==> config.mk <==
export PLATFORM = sky130hd
export DESIGN_NAME = mem_dump_seq
export DESIGN_NICKNAME = d
export VERILOG_FILES = /design/src/rtl/mmu_pkg.sv /design/src/rtl/mem_dump_ser.sv /design/src/rtl/mem_dump_seq.sv
export SDC_FILE = /design/constraint.sdc
export NUM_CORES = 1
export LEC_CHECK = 0
export ABC_CLOCK_PERIOD_IN_PS = 4700
export CAP_MARGIN = 20
export CORE_UTILIZATION = 35
export CTS_CLUSTER_SIZE = 20
export DETAILED_ROUTE_END_ITERATION = 8
export PLACE_DENSITY = 0.71
export SLEW_MARGIN = 40
export SYNTH_ARGS = -nofsm -noshare
export SYNTH_HDL_FRONTEND = slang
export SYNTH_SLANG_ARGS = --single-unit
==> constraint.sdc <==
create_clock -name clk_100mhz -period 4.7 [get_ports clk_100mhz]
set_clock_uncertainty 0.2 [all_clocks]
set_input_delay 0.94 -clock clk_100mhz [delete_from_list [all_inputs] [get_ports clk_100mhz]]
set_output_delay 0.94 -clock clk_100mhz [all_outputs]
set_load 0.03 [all_outputs]
==> src/rtl/mmu_pkg.sv <==
// ---------------------------------------------------------------------------
// mmu_pkg
// Shared definitions for the MMU dump path: the dump sequencer state
// encoding, the UART command byte that triggers a dump, and the default
// memory geometry used by the sequencer and serializer.
// ---------------------------------------------------------------------------
package mmu_pkg;

  // Command byte the MMU driver decodes as "dump memory range"
  localparam logic [7:0] CMD_DUMP = 8'h73;

  // Default geometry of the program/data memory seen through port B
  localparam int DEF_ADDR_W = 14;
  localparam int DEF_DATA_W = 32;

  // Dump sequencer states
  typedef enum logic [2:0] {
    ST_IDLE = 3'd0,
    ST_RD   = 3'd1,
    ST_WT   = 3'd2,
    ST_TX   = 3'd3,
    ST_NX   = 3'd4,
    ST_DONE = 3'd5
  } dumpState_t;

endpackage : mmu_pkg

==> src/rtl/mem_dump_ser.sv <==
// ---------------------------------------------------------------------------
// mem_dump_ser
// Word-to-byte serializer for the memory dump path. A word is loaded in one
// cycle and then presented MSB byte first on a valid/ready interface. Each
// accepted byte shifts the word left by eight bits and advances the byte
// counter; the counter wraps to zero after the last byte of the word.
//
// Ports:
//   i_clk        clock
//   i_rst_n      asynchronous active-low reset
//   i_load       capture i_loadData and restart the byte count
//   i_loadData   memory word to serialize
//   i_active     sequencer is presenting bytes (drives o_txValid)
//   i_txReady    transmitter ready
//   o_txData     current byte (top byte of the shift register)
//   o_txValid    byte valid
//   o_handshake  byte accepted this cycle
//   o_lastByte   current byte is the last byte of the word
// ---------------------------------------------------------------------------
module mem_dump_ser
  import mmu_pkg::*;
#(
  parameter int DATA_W = DEF_DATA_W
) (
  input  logic              i_clk,
  input  logic              i_rst_n,
  input  logic              i_load,
  input  logic [DATA_W-1:0] i_loadData,
  input  logic              i_active,
  input  logic              i_txReady,
  output logic [7:0]        o_txData,
  output logic              o_txValid,
  output logic              o_handshake,
  output logic              o_lastByte
);

  localparam int NBYTES = DATA_W / 8;
  localparam int CNT_W  = (NBYTES > 1) ? $clog2(NBYTES) : 1;

  logic [DATA_W-1:0] r_shift;
  logic [CNT_W-1:0]  r_byteCnt;
  logic              w_handshake;
  logic              w_lastByte;

  assign w_handshake = i_active && i_txReady;
  assign w_lastByte  = (r_byteCnt == CNT_W'(NBYTES - 1));

  // Shift register and byte counter. A load always wins so that a fresh
  // word starts at byte zero even if a previous word was cut short by abort.
  // The data only moves on an accepted byte, which keeps o_txData stable
  // for as long as the transmitter stalls.
  always_ff @(posedge i_clk or negedge i_rst_n) begin
    if (!i_rst_n) begin
      r_shift   <= '0;
      r_byteCnt <= '0;
    end else if (i_load) begin
      r_shift   <= i_loadData;
      r_byteCnt <= '0;
    end else if (w_handshake) begin
      r_shift   <= r_shift << 8;
      r_byteCnt <= w_lastByte ? '0 : r_byteCnt + CNT_W'(1);
    end
  end

  assign o_txData    = r_shift[DATA_W-1 -: 8];
  assign o_txValid   = i_active;
  assign o_handshake = w_handshake;
  assign o_lastByte  = w_lastByte;

endmodule : mem_dump_ser

==> src/rtl/mem_dump_seq.sv <==
// ---------------------------------------------------------------------------
// mem_dump_seq
// Reads an inclusive word range from the program/data memory through port B
// and streams every word to the SPART transmitter as bytes, MSB first.
// Port B is only driven active while a dump is running; mem_web is tied low.
//
// Ports:
//   clk_100mhz    system clock
//   rst_n         asynchronous active-low reset
//   start         one-cycle pulse; latches the range and begins a dump
//   start_addr    first word address (inclusive)
//   stop_addr     last word address (inclusive)
//   abort         stops the dump at the next byte boundary
//   mem_enb       port-B enable
//   mem_web       port-B write enable (always 0)
//   mem_addrb     port-B address (holds while mem_enb is low)
//   mem_doutb     port-B read data, valid RD_LAT cycles after mem_enb
//   tx_data       byte to the transmitter
//   tx_valid      byte valid
//   tx_ready      transmitter ready
//   busy          dump in progress
//   done          one-cycle pulse on normal completion
//   aborted       one-cycle pulse when a dump ends through abort
//   err           one-cycle pulse when start is rejected (start_addr > stop_addr)
// ---------------------------------------------------------------------------
module mem_dump_seq
  import mmu_pkg::*;
#(
  parameter int ADDR_W = DEF_ADDR_W,
  parameter int DATA_W = DEF_DATA_W,
  parameter int RD_LAT = 1
) (
  input  logic              clk_100mhz,
  input  logic              rst_n,
  input  logic              start,
  input  logic [ADDR_W-1:0] start_addr,
  input  logic [ADDR_W-1:0] stop_addr,
  input  logic              abort,
  output logic              mem_enb,
  output logic              mem_web,
  output logic [ADDR_W-1:0] mem_addrb,
  input  logic [DATA_W-1:0] mem_doutb,
  output logic [7:0]        tx_data,
  output logic              tx_valid,
  input  logic              tx_ready,
  output logic              busy,
  output logic              done,
  output logic              aborted,
  output logic              err
);

  dumpState_t        r_state;
  dumpState_t        w_nextState;
  logic [ADDR_W-1:0] r_curAddr;
  logic [ADDR_W-1:0] r_endAddr;
  logic [1:0]        r_waitCnt;
  logic              r_abort;
  logic              r_err;

  logic              w_startOk;
  logic              w_startBad;
  logic              w_abortSeen;
  logic              w_waitDone;
  logic              w_atEnd;
  logic              w_load;
  logic              w_txActive;
  logic              w_txValid;
  logic              w_txAccept;
  logic              w_lastByte;

  assign w_startOk   = start && (start_addr <= stop_addr);
  assign w_startBad  = start && (start_addr > stop_addr);
  assign w_abortSeen = r_abort || abort;
  assign w_waitDone  = (r_waitCnt == 2'(RD_LAT - 1));
  assign w_atEnd     = (r_curAddr == r_endAddr);
  assign w_txActive  = (r_state == ST_TX);

  // The read word is captured on the last wait cycle, unless an abort
  // means we are leaving for DONE instead of transmitting it.
  assign w_load = (r_state == ST_WT) && w_waitDone && !w_abortSeen;

  // State register
  always_ff @(posedge clk_100mhz or negedge rst_n) begin
    if (!rst_n) begin
      r_state <= ST_IDLE;
    end else begin
      r_state <= w_nextState;
    end
  end

  // Next-state logic. Abort is honoured at byte boundaries only: in RD/WT
  // nothing is in flight, in TX only after the current byte is accepted,
  // and in NX before the next read is issued. The end-of-range test in NX
  // is done before incrementing, so a range ending at the top address
  // never wraps round to address zero.
  always_comb begin
    w_nextState = r_state;
    unique case (r_state)
      ST_IDLE: begin
        if (w_startOk) begin
          w_nextState = ST_RD;
        end
      end
      ST_RD: begin
        w_nextState = w_abortSeen ? ST_DONE : ST_WT;
      end
      ST_WT: begin
        if (w_abortSeen) begin
          w_nextState = ST_DONE;
        end else if (w_waitDone) begin
          w_nextState = ST_TX;
        end
      end
      ST_TX: begin
        if (w_txAccept) begin
          if (w_abortSeen) begin
            w_nextState = ST_DONE;
          end else if (w_lastByte) begin
            w_nextState = ST_NX;
          end
        end
      end
      ST_NX: begin
        if (w_abortSeen || w_atEnd) begin
          w_nextState = ST_DONE;
        end else begin
          w_nextState = ST_RD;
        end
      end
      ST_DONE: begin
        w_nextState = ST_IDLE;
      end
      default: begin
        w_nextState = ST_IDLE;
      end
    endcase
  end

  // Range registers. They are only written when a dump is accepted from
  // IDLE, so a start pulse arriving mid-dump cannot disturb the range.
  always_ff @(posedge clk_100mhz or negedge rst_n) begin
    if (!rst_n) begin
      r_curAddr <= '0;
      r_endAddr <= '0;
    end else if ((r_state == ST_IDLE) && w_startOk) begin
      r_curAddr <= start_addr;
      r_endAddr <= stop_addr;
    end else if ((r_state == ST_NX) && !w_abortSeen && !w_atEnd) begin
      r_curAddr <= r_curAddr + ADDR_W'(1);
    end
  end

  // Read latency counter, counting wait cycles since the RD cycle
  always_ff @(posedge clk_100mhz or negedge rst_n) begin
    if (!rst_n) begin
      r_waitCnt <= '0;
    end else if (r_state == ST_WT) begin
      r_waitCnt <= r_waitCnt + 2'd1;
    end else begin
      r_waitCnt <= '0;
    end
  end

  // Sticky abort. It collects abort while a dump is running, holds through
  // DONE to select the aborted pulse, and is cleared on the way into IDLE,
  // so an abort seen while idle never affects a later dump.
  always_ff @(posedge clk_100mhz or negedge rst_n) begin
    if (!rst_n) begin
      r_abort <= 1'b0;
    end else begin
      unique case (r_state)
        ST_RD, ST_WT, ST_TX, ST_NX: r_abort <= r_abort || abort;
        default:                    r_abort <= 1'b0;
      endcase
    end
  end

  // Rejected start: a one-cycle error pulse, with no memory access
  always_ff @(posedge clk_100mhz or negedge rst_n) begin
    if (!rst_n) begin
      r_err <= 1'b0;
    end else begin
      r_err <= (r_state == ST_IDLE) && w_startBad;
    end
  end

  mem_dump_ser #(
    .DATA_W (DATA_W)
  ) u_ser (
    .i_clk       (clk_100mhz),
    .i_rst_n     (rst_n),
    .i_load      (w_load),
    .i_loadData  (mem_doutb),
    .i_active    (w_txActive),
    .i_txReady   (tx_ready),
    .o_txData    (tx_data),
    .o_txValid   (w_txValid),
    .o_handshake (w_txAccept),
    .o_lastByte  (w_lastByte)
  );

  assign mem_enb   = (r_state == ST_RD);
  assign mem_web   = 1'b0;
  assign mem_addrb = r_curAddr;
  assign tx_valid  = w_txValid;
  assign busy      = (r_state != ST_IDLE);
  assign done      = (r_state == ST_DONE) && !r_abort;
  assign aborted   = (r_state == ST_DONE) && r_abort;
  assign err       = r_err;

endmodule : mem_dump_seq

==> results.md, run 1 <==
* Placement Cell Area at 4660 um2
* Startpoint types: primary input
* Nets at ~560
* CTS tree: built
* Gr usage total at 17.7%
* Tmin final at 3.70 ns
* Final GP Congestion at 0.898
* Initial drt markers at 276
* Max-slew violations at 0
* Unrepaired setup endpoints after global routing: false
* Die Ht at 105 um
* Initial antenna violation count at 0
* WP data required at 4.77 ns
* Highest net fanout along the worst path at 25
* Sequential share of the synthesized area at 46.9%
* Number of flops mapped to enable cells by yosys at 0
* Critical path's slowest cell: o22a_1
* Final Cell Area at 4880 um2
* Max IR drop VDD at 0.297 mV
* Combinational family with the most area after synthesis: simple AND/OR/NAND/NOR gates
* Ratio of cells with drive above 1 in the final layout at 6.25%
* Antenna violation net count after detailed routing at 0
* Worst EP arrival at around 3.8 ns
* Worst hold path depth at 2
* Avg Vias per Cell at approximately 5.1
* Fillcell total at 1003
* Mux contribution to synthesized area at 0.849%
* CP Class: primary input to flop
* CTS Buffer Depth at 2
* Postcts setup bufs at 0
* Largest net degree at the start of global routing at 39
* Avg Synthesized Cell Area at 9.33 um2
* CP bufs+invs at 3
* Die width at 105 um
* Ant. Diodes at 0
* Total grt overflow at 0
* Status: finished clean
* Final hold vios at 0
* Drt total wl at 9.23 mm
* Setup_tns at 0 ns
* Top_reg_cell synth: dfrtp_1
* Die area at 10900 um2
* Worst R2R Path Depth at 6
* Simple-Gate Fraction of Synth Area at roughly a fifth
* Post-Synth Adder-Cell Area at 5.77%
* Yosys cell types at 48
* Io pins at 94
* Synthesized flop and latch total at 69
* Delay-heaviest family, CP: compound AO/OA/AOI/OAI gates
* Final cell count without fillers at 616
* Worst-Skew Late Latency at 0.35 ns
* Min-delay worst type: flop to flop
* Slew headroom at 48.5%
* Worst slew pin tran at 0.773 ns
* Dpl hpwl at 6.88 mm
* Most common cell after layout, fill and taps aside: clkdlybuf4s50_1
* Sequential Area at about 1700 um2
* IO buf count at 92
* Final Cycle Share at around four fifths
* LEAKAGE at 2.20 nW
* Netlist Area Pre-Place at about 3700 um2
* Drt first pass iters at 5
* Area of the multi-input gates at 1720 um2
* CORE AREA at roughly 10000 um2
* Max incr delay on CP at 0.68 ns
* Post-Syn Instances at a little under 400
* Minimum hold slack at 0.276 ns
* Via count at 3129
* Fmax at 0.270 GHz
* Post-synthesis compound-gate area fraction at between 15 and 20%
* Most frequent cells in the layout: clkdlybuf4s50_1, nand2_1, dfrtp_1
* R2R setup slack at 2.00 ns
* Row count at 37
* Crit. path cell count at 10
* Crit path cell chain: clkdlybuf4s50_1 > inv_1 > ha_1 > nand4_1 > or3_1 > a31oi_1 > o22a_1 > buf_4 > nor2_1 > a21oi_1
* Post-Synth XOR/XNOR Area at 4.52%
* Yosys warnings at 0
* Resized Gates After CTS at 0
* Area Overhead vs Synth at 32.5%
* Root Buffer: clkbuf_8
* Post-Syn Nets at ~480
* Dpl cells at 600
* Crit path capture type: flop
* Sink Count at 69
* Num CTS Buffers at 9
* Starting Density at 35.8%
* Pwr Density at roughly 570 nW/um2
* Max cap viols at 0
* Final setup fails at 0
* Residual DRC at 0
* H-tree levels at 3
* First-pass GRT wire length at 15.3 mm
* DR WL/cell at 15.0 um
* Post-CTS Hold Fix Bufs at 0
* Async SR Flop Fraction at 100%
* Clock transition at the registers of the reported paths at 0.07 ns
* Number of global-route vias before repair at 3105
-- layer usage --
metal | part of all wire (%) | up-vias | wire [um] | GRT usage (%)
met5 | 0 | - | 0 | 0
met4 | 2.3 | 0 | 215 | 9.36
met3 | 3.9 | 13 | 358 | 2.18
met2 | 46 | 83 | 4290 | 27.2
met1 | 47 | 1506 | 4370 | 24.5
li1 | - | 1527 | - | -
-- logic make-up (layout without fill, tap and decap cells) --
logic type / count (synthesis) / after routing
compound gates: 90 / 90
mux: 3 / 3
flops: 69 / 69
fa+ha+maj: 17 / 17
buf+inv: 50 / 135
simple gates: 146 / 146
xor+xnor: 19 / 19
other cells: 1 / 1
-- tightest hold or removal path, stage by stage (launching register included) --
cell and delay [ns]:
dfrtp_1 0.34, nand2_1 0.05, nand2_1 0.05
-- path summary, 6_finish.rpt --
kind | start | endpoint
worst max-delay path | stop_addr[13] | mem_addrb[5]$_DFFE_PN0P_
worst min-delay path | u_ser.r_shift[25]$_DFFE_PN0P_ | u_ser.r_shift[25]$_DFFE_PN0P_
worst max register to register | r_state[1]$_DFFE_PN0P_ | mem_addrb[0]$_DFFE_PN0P_
worst min register to register | u_ser.r_shift[25]$_DFFE_PN0P_ | u_ser.r_shift[25]$_DFFE_PN0P_
max in group asynchronous | rst_n | r_state[2]$_DFFE_PN0P_
min in group asynchronous | rst_n | u_ser.r_shift[30]$_DFFE_PN0P_
-- through the flow --
step	utilization (%)	setup WS (ns)	power [mW]
finish	47.5	1.00	2.76
global route	47.5	0.752	2.94
CTS	47.5	1.03	2.77
detailed placement	45.3	0.683	2.23
global placement	45.3	0.811	2.19
floorplan	-	1.53	1.82
-- registers in the layout, summed over array words and instances, names as in the netlist --
| name | count |
|---|---|
| err | 1 |
| mem_addrb | 14 |
| r_abort | 1 |
| r_endAddr | 14 |
| r_state | 3 |
| r_waitCnt | 2 |
| u_ser.r_byteCnt | 2 |
| u_ser.r_shift | 32 |
-- cells in the mapped netlist, types with 3 or more instances --
cell,instances,share of area (%)
nand4_1,6,1.0
a31oi_1,3,0.51
nor2b_1,5,0.85
or3_1,3,0.51
ha_1,17,5.8
nand3_1,9,1.2
and2_1,3,0.51
inv_1,21,2.1
a221o_1,5,1.4
or4_1,4,0.82
a22oi_1,23,4.7
o21ai_0,20,2.7
buf_4,9,1.8
dfrtp_1,69,47
clkbuf_1,15,1.5
buf_2,3,0.41
nor3_1,8,1.1
nor2_1,15,1.5
nand2b_1,3,0.51
and3_1,3,0.51
a22o_1,9,2.1
nand2_1,75,7.6
xnor2_1,19,4.5
a21oi_1,18,2.4
-- final cells by class --
cell class / instances / area share (%)
Inverter: 21 / 1.62
Clock buffer: 10 / 2.82
Sequential cell: 69 / 35.4
Multi-Input combinational cell: 276 / 35.2
Clock inverter: 6 / 1.77
Timing Repair Buffer: 98 / 19.7
Tap cell: 136 / 3.49
-- power breakdown --
group	total (mW)	switching (mW)	internal (mW)
clock network	0.539	0.227	0.312
registers	1.11	0.266	0.845
logic	1.11	0.590	0.520
Power figures use the tool's default switching activity.
==> run 2, diff against run 1 <==
Settings changed: ABC_CLOCK_PERIOD_IN_PS 4700 to 3740.
Clock period 4.7 ns to 3.74 ns, I/O delays scaled along.
==> run 2 against run 1 <==
Utilization is 0.061 points higher. Design area is 0.13% higher. Highest routed layer unchanged. Cell count is 0.16% higher. Die area stayed put. Power is 25% higher. First-iteration DRC count is 13% lower.
==> results.md, run 2 (synthesized netlist as in run 1, its figures left out) <==
* Status: finished clean
* Num CTS Buffers at 9 (unchanged)
* CTS Buffer Depth at 2 (unchanged)
* Total grt overflow at 0 (unchanged)
* Highest net fanout along the worst path at 6 (-76%)
* CP Class: primary input to flop
* Io pins at 94 (unchanged)
* Max reg flops at 32 (unchanged)
* Final GP Congestion at 0.861 (-4.1%)
* Most common cell after layout, fill and taps aside: clkdlybuf4s50_1
* Crit path capture type: flop
* CORE AREA at 10300 um2 (unchanged)
* Final core utilization at 47.5% (+0.061 points)
* Fmax at 0.317 GHz
* Nets at 558 (+0.18%)
* DR WL/cell at 14.9 um (-0.83%)
* Delay-heaviest family, CP: simple AND/OR/NAND/NOR gates
* Die width at 105 um (unchanged)
* Gr usage total at 17.5% (-0.27 points)
* Root Buffer: clkbuf_8
* Initial antenna violation count at 0 (unchanged)
* Starting Density at 35.8% (unchanged)
* Final setup fails at 0 (unchanged)
* Die area at 10900 um2 (unchanged)
* Most flops, register: u_ser.r_shift
* Dpl hpwl at 6.79 mm (-1.3%)
* Minimum hold slack at 0.278 ns (+0.00122 ns)
* Fin worst setup slack at 0.586 ns (-0.416 ns)
* Drt total wl at 9.17 mm (-0.67%)
* Area Overhead vs Synth at 32.6%
* Postcts setup bufs at 0 (unchanged)
* Startpoint types: primary input
* Max-slew violations at 0 (unchanged)
* Drt first pass iters at 4 (-1)
* CP bufs+invs at 2 (-1)
* Worst slew pin tran at 0.721 ns (-0.0520 ns)
* Slew headroom at 51.8% (+3.4 points)
* Residual DRC at 0 (unchanged)
* Antenna violation net count after detailed routing at 0 (unchanged)
* Clock transition at the registers of the reported paths at 0.07 ns (about the same)
* Unrepaired setup endpoints after global routing: false
* First-pass GRT wire length at 15.0 mm (-1.8%)
* Worst EP arrival at 3.18 ns (-0.59 ns)
* CTS tree: built
* Min-delay worst type: primary input to asynchronous set/reset pin
* Sink Count at 69 (unchanged)
* Row count at 37 (unchanged)
* Ratio of cells with drive above 1 in the final layout at 6.44% (+0.19 points)
* Post-CTS Hold Fix Bufs at 0 (unchanged)
* Initial drt markers at 240 (-13%)
* LEAKAGE at 2.20 nW (about the same)
* Critical path's slowest cell: clkdlybuf4s50_1
* Avg Vias per Cell at 5.04 (-0.77%)
* Final hold vios at 0 (unchanged)
* Worst-Skew Late Latency at 0.34 ns (about the same)
* Max cap viols at 0 (unchanged)
* IO buf count at 92 (unchanged)
* Number of global-route vias before repair at 3092 (-0.42%)
* Max IR drop VDD at 0.233 mV (-22%)
* WP data required at 3.77 ns (-1.00 ns)
* Resized Gates After CTS at 0 (unchanged)
* Max incr delay on CP at 0.45 ns (-0.23 ns)
* Final Cycle Share at 84.3%
* Tmin final at about 3.2 ns
* Pwr Density at 705 nW/um2 (+25%)
* Via count at 3110 (-0.61%)
* Setup_tns at 0 ns (unchanged)
* Pre-CTS setup slack at 0.244 ns (-0.439 ns)
* Most frequent cells in the layout: clkdlybuf4s50_1, nand2_1, dfrtp_1
* Ant. Diodes at 0 (unchanged)
* Die Ht at 105 um (unchanged)
* Crit path cell chain: clkdlybuf4s50_1 > inv_1 > ha_1 > nand4_1 > or3_1 > or2_1 > o22a_1 > and2_4 > a221o_1
* Largest net degree at the start of global routing at 70 (+79%)
* H-tree levels at 3 (unchanged)
[run 2: final cells by class]
cell class / instances / area (um2)
multi-input cells: 276 / 1720
repair buffers: 99 / 972
clock buffers: 9 / 124
clock inverters: 7 / 90.1
well taps: 136 / 170
flip-flops and latches: 69 / 1730
inverters: 21 / 78.8
fillers: 981 / 5390
[run 2: per-stage QoR]
| step | std cells | instance area, um2 | power [mW] |
|---|---|---|---|
| after CTS | 617 | 4890 | 3.47 |
| after global routing | 617 | 4890 | 3.67 |
| after detailed placement | 601 | 4670 | 2.80 |
| after global placement | 601 | 4660 | 2.75 |
| final | 617 | 4890 | 3.45 |
| after floorplan | 395 | 3680 | 2.29 |
[run 2: per-layer routing]
layer  share of wire (%)  up-vias  track usage [%]
met5                   0        -                0
met4                 2.5        0             9.36
met3                 4.3       16             2.37
met2                  48       80             27.7
met1                  45     1481             23.2
li1                    -     1533                -
[run 2: worst paths after layout]
kind | slack (ns) | end | cells after the start | from
setup reg to reg | 1.30 | mem_addrb[8]$_DFFE_PN0P_ | 5 | r_abort$_DFF_PN0_
setup / recovery | 0.59 | mem_addrb[2]$_DFFE_PN0P_ | 9 | stop_addr[13]
hold / removal | 0.28 | u_ser.r_shift[30]$_DFFE_PN0P_ | 2 | rst_n
hold reg to reg | 0.28 | u_ser.r_shift[25]$_DFFE_PN0P_ | 2 | u_ser.r_shift[25]$_DFFE_PN0P_
max in group asynchronous | 2.59 | mem_addrb[2]$_DFFE_PN0P_ | 2 | rst_n
min in group clk_100mhz | 0.28 | u_ser.r_shift[25]$_DFFE_PN0P_ | 2 | u_ser.r_shift[25]$_DFFE_PN0P_
[run 2: power breakdown]
group / internal (mW) / switching, mW
logic: 0.657 / 0.743
clock network: 0.372 / 0.288
registers: 1.06 / 0.324
==> run 3, diff against run 2 <==
Settings changed: ABC_CLOCK_PERIOD_IN_PS 3740 to 3300.
Clock period 3.74 ns to 3.3 ns, I/O delays scaled along.
==> run 3 against run 2 <==
Via count increased by 2.9%. Clock power increased by 40%. Utilization increased by 0.88 points. Critical path depth unchanged. First-iteration DRC count increased by 33%. Non-clock buffer count increased by 4. Hold slack got worse by 0.13 ns. Setup slack got worse by 0.27 ns. Sequential cell count unchanged. Critical path type unchanged.
==> results.md, run 3 (synthesized netlist as in run 1, its figures left out) <==
* Status: finished clean
* Most flops, register: u_ser.r_shift
* LEAKAGE at 2.25 nW (+2.2%)
* Max IR drop VDD at 0.320 mV (+37%)
* Worst slew pin tran at 0.680 ns (-0.0411 ns)
* Crit path capture type: flop
* Unrepaired setup endpoints after global routing: false
* Via count at 3201 (+2.9%)
* Max incr delay on CP at 0.46 ns (about the same)
* Max reg flops at 32 (unchanged)
* Avg Vias per Cell at 5.15 (+2.3%)
* Root Buffer: clkbuf_8
* Final hold vios at 0 (unchanged)
* Area of the multi-input gates at 1720 um2 (-0.29%)
* Max cap viols at 0 (unchanged)
* Pre-CTS setup slack at -0.0281 ns (-0.272 ns)
* DR WL/cell at 15.1 um (+1.6%)
* IO buf count at 92 (unchanged)
* Sink Count at 69 (unchanged)
* Max-slew violations at 0 (unchanged)
* CP Class: primary input to flop
* Drt first pass iters at 5 (+1)
* H-tree levels at 3 (unchanged)
* Ratio of cells with drive above 1 in the final layout at 7.22% (+0.77 points)
* Fmax at 0.335 GHz
* Die area at 10900 um2 (unchanged)
* Highest net fanout along the worst path at 6 (unchanged)
* Drt total wl at 9.38 mm (+2.3%)
* Most frequent cells in the layout: clkdlybuf4s50_1, nand2_1, dfrtp_1
* CTS Buffer Depth at 2 (unchanged)
* Io pins at 94 (unchanged)
* Worst EP arrival at 3.01 ns (-0.17 ns)
* Dpl hpwl at 7.03 mm (+3.5%)
* Tmin final at between 2 and 3 ns
* Final setup fails at 0 (unchanged)
* Fillcell total at 969 (-1.2%)
* Initial antenna violation count at 0 (unchanged)
* Final Cycle Share at roughly 90%
* Area Overhead vs Synth at 35.1%
* Ant. Diodes at 0 (unchanged)
* Num CTS Buffers at 9 (unchanged)
* Worst-Skew Late Latency at 0.34 ns (about the same)
* Clock transition at the registers of the reported paths at 0.08 ns (about the same)
* Critical path's slowest cell: clkdlybuf4s50_1
* CORE AREA at 10300 um2 (unchanged)
* Postcts setup bufs at 0 (unchanged)
* Antenna violation net count after detailed routing at 0 (unchanged)
* Residual DRC at 0 (unchanged)
* Resized Gates After CTS at 0 (unchanged)
* Number of global-route vias before repair at 3147 (+1.8%)
* Final cell count without fillers at 621 (+0.65%)
* Slew headroom at 54.7% (+2.9 points)
* Final GP Congestion at 0.891 (+3.5%)
* Startpoint types: primary input
* R2R setup slack at 0.92 ns (-0.38 ns)
* Fin worst setup slack at 0.318 ns (-0.268 ns)
* Die width at 105 um (unchanged)
* First-pass GRT wire length at 15.5 mm (+3.0%)
* Min-delay worst type: primary input to asynchronous set/reset pin
* Crit path cell chain: clkdlybuf4s50_1 > inv_1 > ha_1 > nand4_1 > or3_1 > or2_1 > o22a_1 > and2_4 > a221o_1
* WP data required at 3.33 ns (-0.44 ns)
* Dpl cells at 605 (+0.67%)
* Starting Density at 35.8% (unchanged)
* Die Ht at 105 um (unchanged)
* Pwr Density at 823 nW/um2 (+17%)
* Setup_tns at 0 ns (unchanged)
* Post-CTS Hold Fix Bufs at 0 (unchanged)
* Total grt overflow at 0 (unchanged)
* Initial drt markers at 320 (+33%)
* Most common cell after layout, fill and taps aside: clkdlybuf4s50_1
* Row count at 37 (unchanged)
* Nets at 562 (+0.72%)
* CTS tree: built
* Gr usage total at 17.8% (+0.37 points)
* Largest net degree at the start of global routing at 41 (-41%)
* Sequential Area at 1730 um2 (unchanged)
## run 3: cell types whose count changed in the layout (fill, tap and decap cells not counted), sizes merged
cell	delta
inv	+1
buf	+4
bufinv	+2
clkinvlp	-2
clkinv	-1
## run 3: per-stage QoR
| stage | cell area (um2) | hold WS (ns) | total power, mW | utilization (%) |
|---|---|---|---|---|
| after floorplan | 3680 | 0.164 | 2.59 | - |
| after global placement | 4710 | 0.259 | 3.13 | 45.8 |
| after detailed placement | 4710 | 0.266 | 3.18 | 45.8 |
| after CTS | 4980 | 0.162 | 4.12 | 48.4 |
| after global routing | 4980 | 0.189 | 4.35 | 48.4 |
| final | 4980 | 0.152 | 4.10 | 48.4 |
## run 3: critical path: cells and delay by family
family / cells / cell delay [ns]
and+or+nand+nor: 4 / 0.97
buffers and inverters: 2 / 0.51
adders and majority gates: 1 / 0.30
AOI/OAI and AO/OA: 2 / 0.56
## run 3: worst paths after layout
| path | startpoint | end | cells after the start |
|---|---|---|---|
| setup / recovery | stop_addr[13] | mem_addrb[0]$_DFFE_PN0P_ | 9 |
| hold / removal | rst_n | u_ser.r_shift[18]$_DFFE_PN0P_ | 1 |
| setup reg to reg | mem_addrb[12]$_DFFE_PN0P_ | mem_addrb[2]$_DFFE_PN0P_ | 7 |
| hold reg to reg | u_ser.r_shift[26]$_DFFE_PN0P_ | u_ser.r_shift[26]$_DFFE_PN0P_ | 2 |
| max in group asynchronous | rst_n | r_endAddr[0]$_DFFE_PN0P_ | 2 |
| min in group clk_100mhz | u_ser.r_shift[26]$_DFFE_PN0P_ | u_ser.r_shift[26]$_DFFE_PN0P_ | 2 |
## run 3: metal layers
metal	share of wire (%)	GRT usage, %	up-vias
met2	48	28.2	129
met3	4.5	2.87	20
li1	-	-	1534
met5	0	0	-
met4	1.8	6.54	0
met1	46	24.6	1518
## run 3: area by class of cell
cell class	count	area share (%)
Timing Repair Buffer	103	20.3
Clock inverter	7	2.94
Inverter	21	1.58
Clock buffer	9	2.49
Multi-Input combinational cell	276	34.5
Sequential cell	69	34.7
Tap cell	136	3.42
## run 3: power breakdown
part / switching [mW] / internal [mW]
Clock: 0.338 / 0.584
Sequential: 0.370 / 1.20
Combinational: 0.850 / 0.753
Total: 1.56 / 2.54
